File: src/rtl/tx_serial_pkg.sv
// +-----------------------------------------------------------------------+
// | tx_serial_pkg: FSM states, parity modes, frame-length helper          |
// | Revision: 1.0                                                         |
// +-----------------------------------------------------------------------+
`default_nettype none

package tx_serial_pkg;

  typedef enum logic [3:0] {
    INICIAL     = 4'd0,
    TRANSMISSAO = 4'd1,
    FINAL       = 4'd2
  } estado_t;

  localparam int PAR_NONE = 0;
  localparam int PAR_ODD  = 1;
  localparam int PAR_EVEN = 2;

  function automatic int frame_len(input int data_bits, input int parity, input int stop_bits);
    return 1 + data_bits + ((parity != PAR_NONE) ? 1 : 0) + stop_bits;
  endfunction

endpackage

`default_nettype wire

File: src/rtl/tx_serial_param_gerador_tick.sv
// +-----------------------------------------------------------------------+
// | gerador_tick: modulo-TICKS counter, sync clear, one-cycle last tick   |
// | Revision: 1.0                                                         |
// +-----------------------------------------------------------------------+
`default_nettype none

module gerador_tick #(
  parameter int TICKS = 434
) (
  input  logic clock,
  input  logic reset,
  input  logic clear,
  input  logic enable,
  output logic tick
);

  localparam int CW = (TICKS > 1) ? $clog2(TICKS) : 1;
  localparam logic [CW-1:0] LAST = CW'(TICKS - 1);

  logic [CW-1:0] cnt_q;
  logic [CW-1:0] cnt_d;

  always_comb begin
    cnt_d = cnt_q;
    if (clear) begin
      cnt_d = '0;
    end else if (enable) begin
      cnt_d = (cnt_q == LAST) ? '0 : cnt_q + CW'(1);
    end
  end

  always_ff @(posedge clock or posedge reset) begin
    if (reset) begin
      cnt_q <= '0;
    end else begin
      cnt_q <= cnt_d;
    end
  end

  assign tick = enable && !clear && (cnt_q == LAST);

endmodule

`default_nettype wire

File: src/rtl/tx_serial_param.sv
// +-----------------------------------------------------------------------+
// | tx_serial_param: parametrised async serial transmitter with own FSM   |
// | Optional one-entry request buffer: define TX_SERIAL_BUFFER_EN         |
// | Revision: 1.0                                                         |
// +-----------------------------------------------------------------------+
`default_nettype none

module tx_serial_param
  import tx_serial_pkg::*;
#(
  parameter int DATA_BITS     = 7,
  parameter int PARITY        = 1,
  parameter int STOP_BITS     = 1,
  parameter int TICKS_PER_BIT = 434
) (
  input  logic                 clock,
  input  logic                 reset,
  input  logic                 partida,
  input  logic [DATA_BITS-1:0] dados,
  output logic                 saida_serial,
  output logic                 ocupado,
  output logic                 pronto,
  output logic [3:0]           db_estado
);

  localparam int N  = frame_len(DATA_BITS, PARITY, STOP_BITS);
  localparam int BW = $clog2(N + 1);
  localparam logic [BW-1:0] LAST_BIT = BW'(N - 1);

  generate
    if (DATA_BITS < 5 || DATA_BITS > 9 || PARITY < 0 || PARITY > 2 ||
        STOP_BITS < 1 || STOP_BITS > 2 || TICKS_PER_BIT < 2) begin : g_bad_params
      $fatal(1, "tx_serial_param: illegal parameter set");
    end
  endgenerate

  // Frame image, LSB leaves first: start, data, optional parity, stop bits.
  function automatic logic [N-1:0] build_frame(input logic [DATA_BITS-1:0] d);
    logic [N-1:0] f;
    f                = '1;
    f[0]             = 1'b0;
    f[DATA_BITS:1]   = d;
    if (PARITY == PAR_ODD) begin
      f[DATA_BITS+1] = ~^d;
    end else if (PARITY == PAR_EVEN) begin
      f[DATA_BITS+1] = ^d;
    end
    return f;
  endfunction

  estado_t       state_q, state_d;
  logic [N-1:0]  shift_q, shift_d;
  logic [BW-1:0] bit_cnt_q, bit_cnt_d;
  logic          tick;
  logic          tick_en;

`ifdef TX_SERIAL_BUFFER_EN
  logic [DATA_BITS-1:0] buf_data_q, buf_data_d;
  logic                 buf_valid_q, buf_valid_d;
`endif

  assign tick_en = (state_q == TRANSMISSAO);

  gerador_tick #(
    .TICKS(TICKS_PER_BIT)
  ) u_tick (
    .clock (clock),
    .reset (reset),
    .clear (!tick_en),
    .enable(tick_en),
    .tick  (tick)
  );

  always_comb begin
    state_d   = state_q;
    shift_d   = shift_q;
    bit_cnt_d = bit_cnt_q;
`ifdef TX_SERIAL_BUFFER_EN
    buf_data_d  = buf_data_q;
    buf_valid_d = buf_valid_q;
`endif

    case (state_q)
      INICIAL: begin
`ifdef TX_SERIAL_BUFFER_EN
        // A request captured during the FINAL cycle is drained from here.
        if (buf_valid_q) begin
          shift_d     = build_frame(buf_data_q);
          bit_cnt_d   = '0;
          buf_valid_d = 1'b0;
          state_d     = TRANSMISSAO;
        end else
`endif
        if (partida) begin
          shift_d   = build_frame(dados);
          bit_cnt_d = '0;
          state_d   = TRANSMISSAO;
        end
      end

      TRANSMISSAO: begin
        if (tick) begin
          shift_d   = {1'b1, shift_q[N-1:1]};
          bit_cnt_d = bit_cnt_q + BW'(1);
          if (bit_cnt_q == LAST_BIT) begin
            state_d = FINAL;
          end
        end
`ifdef TX_SERIAL_BUFFER_EN
        if (partida && !buf_valid_q) begin
          buf_data_d  = dados;
          buf_valid_d = 1'b1;
        end
`endif
      end

      FINAL: begin
        state_d = INICIAL;
`ifdef TX_SERIAL_BUFFER_EN
        if (buf_valid_q) begin
          shift_d     = build_frame(buf_data_q);
          bit_cnt_d   = '0;
          buf_valid_d = 1'b0;
          state_d     = TRANSMISSAO;
        end else if (partida) begin
          buf_data_d  = dados;
          buf_valid_d = 1'b1;
        end
`endif
      end

      default: begin
        state_d   = INICIAL;
        shift_d   = '1;
        bit_cnt_d = '0;
      end
    endcase
  end

  always_ff @(posedge clock or posedge reset) begin
    if (reset) begin
      state_q   <= INICIAL;
      shift_q   <= '1;
      bit_cnt_q <= '0;
    end else begin
      state_q   <= state_d;
      shift_q   <= shift_d;
      bit_cnt_q <= bit_cnt_d;
    end
  end

`ifdef TX_SERIAL_BUFFER_EN
  always_ff @(posedge clock or posedge reset) begin
    if (reset) begin
      buf_data_q  <= '0;
      buf_valid_q <= 1'b0;
    end else begin
      buf_data_q  <= buf_data_d;
      buf_valid_q <= buf_valid_d;
    end
  end
`endif

  assign saida_serial = shift_q[0];
  assign ocupado      = (state_q == TRANSMISSAO);
  assign pronto       = (state_q == FINAL);
  assign db_estado    = state_q;

endmodule

`default_nettype wire

File: config.mk
export PLATFORM = sky130hd
export DESIGN_NAME = tx_serial_param
export DESIGN_NICKNAME = d
export VERILOG_FILES = /design/src/rtl/tx_serial_pkg.sv /design/src/rtl/tx_serial_param_gerador_tick.sv /design/src/rtl/tx_serial_param.sv
export SDC_FILE = /design/constraint.sdc
export NUM_CORES = 1
export LEC_CHECK = 0
export CORE_MARGIN = 4
export CORE_UTILIZATION = 54
export DETAILED_ROUTE_END_ITERATION = 6
export MAX_ROUTING_LAYER = met4
export PLACE_DENSITY = 0.78
export REMOVE_ABC_BUFFERS = 1
export SYNTH_ARGS = -nofsm -noshare
export SYNTH_HDL_FRONTEND = slang
export SYNTH_SLANG_ARGS = --single-unit
File: constraint.sdc
create_clock -name clock -period 2.75 [get_ports clock]
set_input_delay 0.4125 -clock clock [delete_from_list [all_inputs] [get_ports clock]]
set_output_delay 0.4125 -clock clock [all_outputs]
set_load 0.1 [all_outputs]
Word-level counts from Yosys, hierarchy flattened --
Index checks and enable logic that the tools add are counted.
Storage, ports and cells: memories 0, logic and storage cells 31, memory bits (read-only) 0, input bits 10, RAM bits 0, output and inout bits 7, latch bits 0, bits in registers 27
Cells by class: reduce and logical (&&, ||, !) cells 5, bitwise operators 1, shifts and indexed selects 0, multiplexer cells 12, multiply operators 0, equal/unequal tests 7, div/mod/pow operators 0, order comparisons 0, $add $sub $neg 2
Operators by type and width (count):
- one-hot mux 10 bit (3 select lines) | 1
- two-way mux 10 bit | 2
- two-way mux 4 bit | 5
- two-way mux 9 bit | 2
- one-hot mux 4 bit (3 select lines) | 1
- adder 9 x 1 -> 9 bit (second input constant) | 1
- equality test 9 bit (second input constant) | 1
- one-hot mux 4 bit (2 select lines) | 1
- XNOR reduction 7 bit | 1
- AND reduction 3 bit | 2
- adder 4 x 1 -> 4 bit (second input constant) | 1
- equality test 4 x 1 -> 1 bit (second input constant) | 1
- equality test 4 x 2 -> 1 bit (second input constant) | 1
- equality test 4 bit (second input constant) | 1
- logical NOT 4 bit | 1
- inequality test 2 x 1 -> 1 bit (second input constant) | 2
- inequality test 2 bit (second input constant) | 1
- logical AND 1 bit | 1
- NOT 1 bit | 1

Depth between registers and ports, before layout --
depth after elaboration 4, mapped depth 6, mapped depth without buffers 6

By module --
Synthesis repeated with hierarchy kept, for this count alone.
Second synthesis, totals: cell total of the unflattened synthesis 144, area total of the unflattened synthesis 1448.9 sq um
By module, submodules not included:
- tx_serial_param | sequential area each 386.6 sq um, cells an instance 86, area an instance 917.1 sq um, instances 1
- gerador_tick | sequential area each 225.2 sq um, cells an instance 58, area an instance 531.8 sq um, instances 1

Least setup slack after synthesis --
OpenSTA, ideal clock, no wires.
kind register to output, start point reg state_q[1] (netlist: db_estado[1]), end point out pronto, buffers on the path 1, stages on the path, launching flop included 3, data arrival time 2.662 ns, data required time 2.338 ns, setup slack -0.325 ns, cell sequence dfrtp_1 > clkbuf_1 > nor2b_1
On the way: longest elaborated chain between the ends 1
RTL lines:
- start: declaration | RTL line tx_serial_param.sv:51 | estado_t state_q, state_d;
- start signal: assignment | RTL line tx_serial_param.sv:146 | state_q <= state_d;
- equality test 4 x 2 -> 1 bit | RTL line tx_serial_param.sv:166 | assign pronto = (state_q == FINAL);
- end: declaration | RTL line tx_serial_param.sv:22 | output logic pronto,
Every way passes these cells.

Worst setup path in the final report --
start point reg state_q[0] (netlist: db_estado[0]), end point out ocupado
On the way: longest elaborated chain between the ends 1
RTL lines:
- equality test 4 x 1 -> 1 bit | RTL line tx_serial_param.sv:165 | assign ocupado = (state_q == TRANSMISSAO);
- end: declaration | RTL line tx_serial_param.sv:21 | output logic ocupado,
Every way passes these cells.

==> impl_results.md <==
- Multi-input gate area: 660.6 um2
- # resized after CTS: 0
- Pin count of the biggest net entering global routing: 25
- Tmin final: 2.255 ns
- Final setup fails: 0
- M2 GR Usage: 0.2387
- Sink Count: 24
- Most common cell in the netlist: nor2_1
- Clock network fraction of total power: 0.190
- Ranking of synthesized cells by area: dfrtp_1, dfstp_2, mux2_2, xnor2_1, nor2_1
- # hold bufs at CTS: 0
- Bufs and invs on worst path: 2
- RSZ-0062 raised after global routing: no
- Yosys warns: 0
- CTS max path bufs: 2
- ANT nets after route: 0
- Antenna fix cells: 0
- IR Drop Worst-Case VDD: 0.4994 mV
- R2R cell count: 4
- # rows: 17
- Critical path's largest stage delay: 0.78 ns
- Outcome: finished clean
- Vias post-DR: 862
- Nets@finish: 150
- Synthesized area per cell: 10.90 um2
- Cell area after synthesis: 0.001319 mm2
- Worst-path clk slew: 0.13 ns
- Routed WL: 2076 um
- Worst setup EP type: primary output
- Initial antenna violation count: 0
- First-pass GRT wire length: 3788 um
- Library cells used by synthesis: 32
- Fmax: 0.4434 GHz
- Commonest cells in the netlist: nor2_1, dfrtp_1, dfstp_2, nor2b_1
- Switching Fraction: 0.3030
- Primary FF master, synth: dfrtp_1
- Worst slew pin tran: 0.8447 ns
- Global route overflow: 0
- Reg power frac: 0.554
- Post-CTS Setup Bufs: 0
- Number of hold violations in the final report: 0
- Required time worst endpoint: 2.34 ns
- Area of placed instances: 0.001458 mm2
- Gate Count Post-Synth: 121
- HP Class: reg -> reg
- Global-route met3 utilization: 0.02941
- Yosys top cell area share: 0.2846
- Startpoint type of the worst setup path: flop
- Leak: 0.6881 nW
- Sequential area share after synthesis: 0.4639
- Inserted Clock Buffers: 3
- Async set-reset flop share out of synthesis: 1.000
- Total iterations of the first detailed-routing run: 3
- Vias in the first global route: 869
- Power share of the combinational group: 0.256
- RePlAce Congestion: 0.8195
- Critical path depth: 3
- Pins Over Slew Limit: 0
- GR peak layer: met2
- Fill count: 182
- DP HPWL: 1517 um
- Critical path class: reg -> out
- Die W: 57.42 um
- Min-Delay Path Depth: 2
- Port Buffers: 14
- Post-route cell area: 0.001494 mm2
- Clock latency on the worst-skew pair: 0.31 ns
- Iteration-0 DRC Markers: 32
- Crit path DAT: 1.84 ns
- CP Max Fanout: 22
- Clk root buf: clkbuf_4
- Clock Skews: 0.01126 ns
- Int Pwr: 0.0006514 W
- # DRC: 0
- Final std cells w/o fill: 163
- Layout cells sized above 1: 0.2222
- CTS tree: done
- MaxCap Viol Count: 0
- Worst-path cell chain: nand2b_1 > inv_1 > buf_4
- Placed cell count: 159
- GRT Util Overall: 0.1484
- Initial Util: 0.5794
- H-tree levels: 1
- Die area: 0.003297 mm2
- I/O Pins: 17
- Via-to-Cell Ratio: 5.288
- Grt met1 use: 0.1819
- Routed WL per cell: 12.74 um
- Max-slew headroom: 0.4362
- Slowest-stage cell, CP: dfrtp_1
- Final worst path period share: 0.8201
- Post-synth EDFFs: 0
- Area Growth Syn to Fin: 13.28%
- Synthesized flop and latch total: 24
- Area leader, netlist: dfrtp_1
- Switching power: 0.0002831 W
- Setup TNS: 0 ns
- Die Ht: 57.42 um
- FF+latch area: 611.8 um2
- Cell family with most CP delay: flip-flops
- Core ar.: 0.002276 mm2
- Cell area power density: 625.5 mW/mm2
-- power groups by stage --
stage | combinational (W) | clock (W) | sequential, W
2_1_floorplan | 0.000182 | 0 | 0.000523
3_5_place_dp | 0.000242 | 0 | 0.000524
6_report | 0.000239 | 0.000177 | 0.000518
5_1_grt | 0.000269 | 0.000201 | 0.000533
4_1_cts | 0.000244 | 0.000186 | 0.000517
3_3_place_gp | 0.000235 | 0 | 0.000520
-- sequential cells by signal, summed over array words and instances, names as in the netlist --
signal	count
shift_q	9
u_tick.cnt_q	9
bit_cnt_q	4
db_estado	2
-- worst min-delay path, delay by kind of cell (launching register included) --
| kind | cells | cell delay (ns) |
|---|---|---|
| multiplexers | 1 | 0.06 |
| flip-flops | 1 | 0.38 |
| buffers and inverters | 1 | 0.04 |
-- cell usage in the layout (no fill, tap or decap), drive strengths merged --
master | synthesis | routed
conb | 1 | 2
nor3 | 1 | 1
xor2 | 3 | 3
a22o | 1 | 1
mux2i | 2 | 2
xnor3 | 2 | 2
and4bb | 1 | 1
dfrtp | 15 | 15
o22a | 1 | 1
nand2b | 1 | 1
dfstp | 9 | 9
o21ai | 1 | 1
and3 | 2 | 2
inv | 6 | 6
nor2b | 9 | 9
buf | 3 | 5
nand2 | 4 | 4
mux2 | 8 | 8
a211o | 7 | 7
xnor2 | 8 | 8
nor2 | 17 | 17
nand4 | 1 | 1
and4b | 1 | 1
nand3b | 1 | 1
ha | 4 | 4
clkbuf | 2 | 4
a21oi | 3 | 3
nand3 | 6 | 6
a211oi | 1 | 1
clkdlybuf4s50 | 0 | 9
-- kinds of logic (layout without fill, tap and decap cells) --
group,count (synthesis),after routing,synth area share
XOR/XNOR,13,13,0.1072
flip-flops,24,24,0.4639
buffers and inverters,11,24,0.03794
adder cells (fa/ha/maj),4,4,0.03795
other,1,2,0.002844
AO/OA/AOI/OAI,14,14,0.08919
AND/OR/NAND/NOR,44,44,0.1774
multiplexers,10,10,0.08349
-- metrics by stage --
| step | hold WS (ns) | total power, W | utilization | setup slack (ns) |
|---|---|---|---|---|
| after global routing | 0.5355 | 0.001002 | 0.6564 | 0.3664 |
| after floorplan | 0.4205 | 0.0007054 | - | -0.1734 |
| final | 0.4808 | 0.0009345 | 0.6564 | 0.4948 |
| after global placement | 0.4593 | 0.0007557 | 0.6405 | 0.7267 |
| after detailed placement | 0.4712 | 0.0007661 | 0.6405 | 0.6333 |
| after CTS | 0.4887 | 0.0009482 | 0.6564 | 0.4899 |
-- path summary, 6_finish.rpt --
path / startpoint / endpoint / slack (ns)
worst min register to register: shift_q[0] / shift_q[0] / 0.48
max in group asynchronous: reset / u_tick.cnt_q[7] / 1.67
worst max-delay path: db_estado[0] / ocupado / 0.49
min in group asynchronous: reset / bit_cnt_q[1] / 0.56
worst max register to register: db_estado[0] / bit_cnt_q[1] / 0.90
worst min-delay path: shift_q[0] / shift_q[0] / 0.48
-- final cells by class --
type                            count  share of cell area
Multi-Input combinational cell     87              0.4422
Inverter                            6             0.01508
Tap cell                           28             0.02345
Sequential cell                    24              0.4095
Timing Repair Buffer               14             0.08543
Clock buffer                        4             0.02429
-- per-layer routing --
metal | vias up | share of wire | wire, um
met5 | - | 0 | 0
met4 | 0 | 0.0082 | 17
met3 | 2 | 0.044 | 92
met2 | 13 | 0.48 | 998
met1 | 410 | 0.47 | 968
li1 | 437 | - | -
Power figures use the tool's default switching activity.
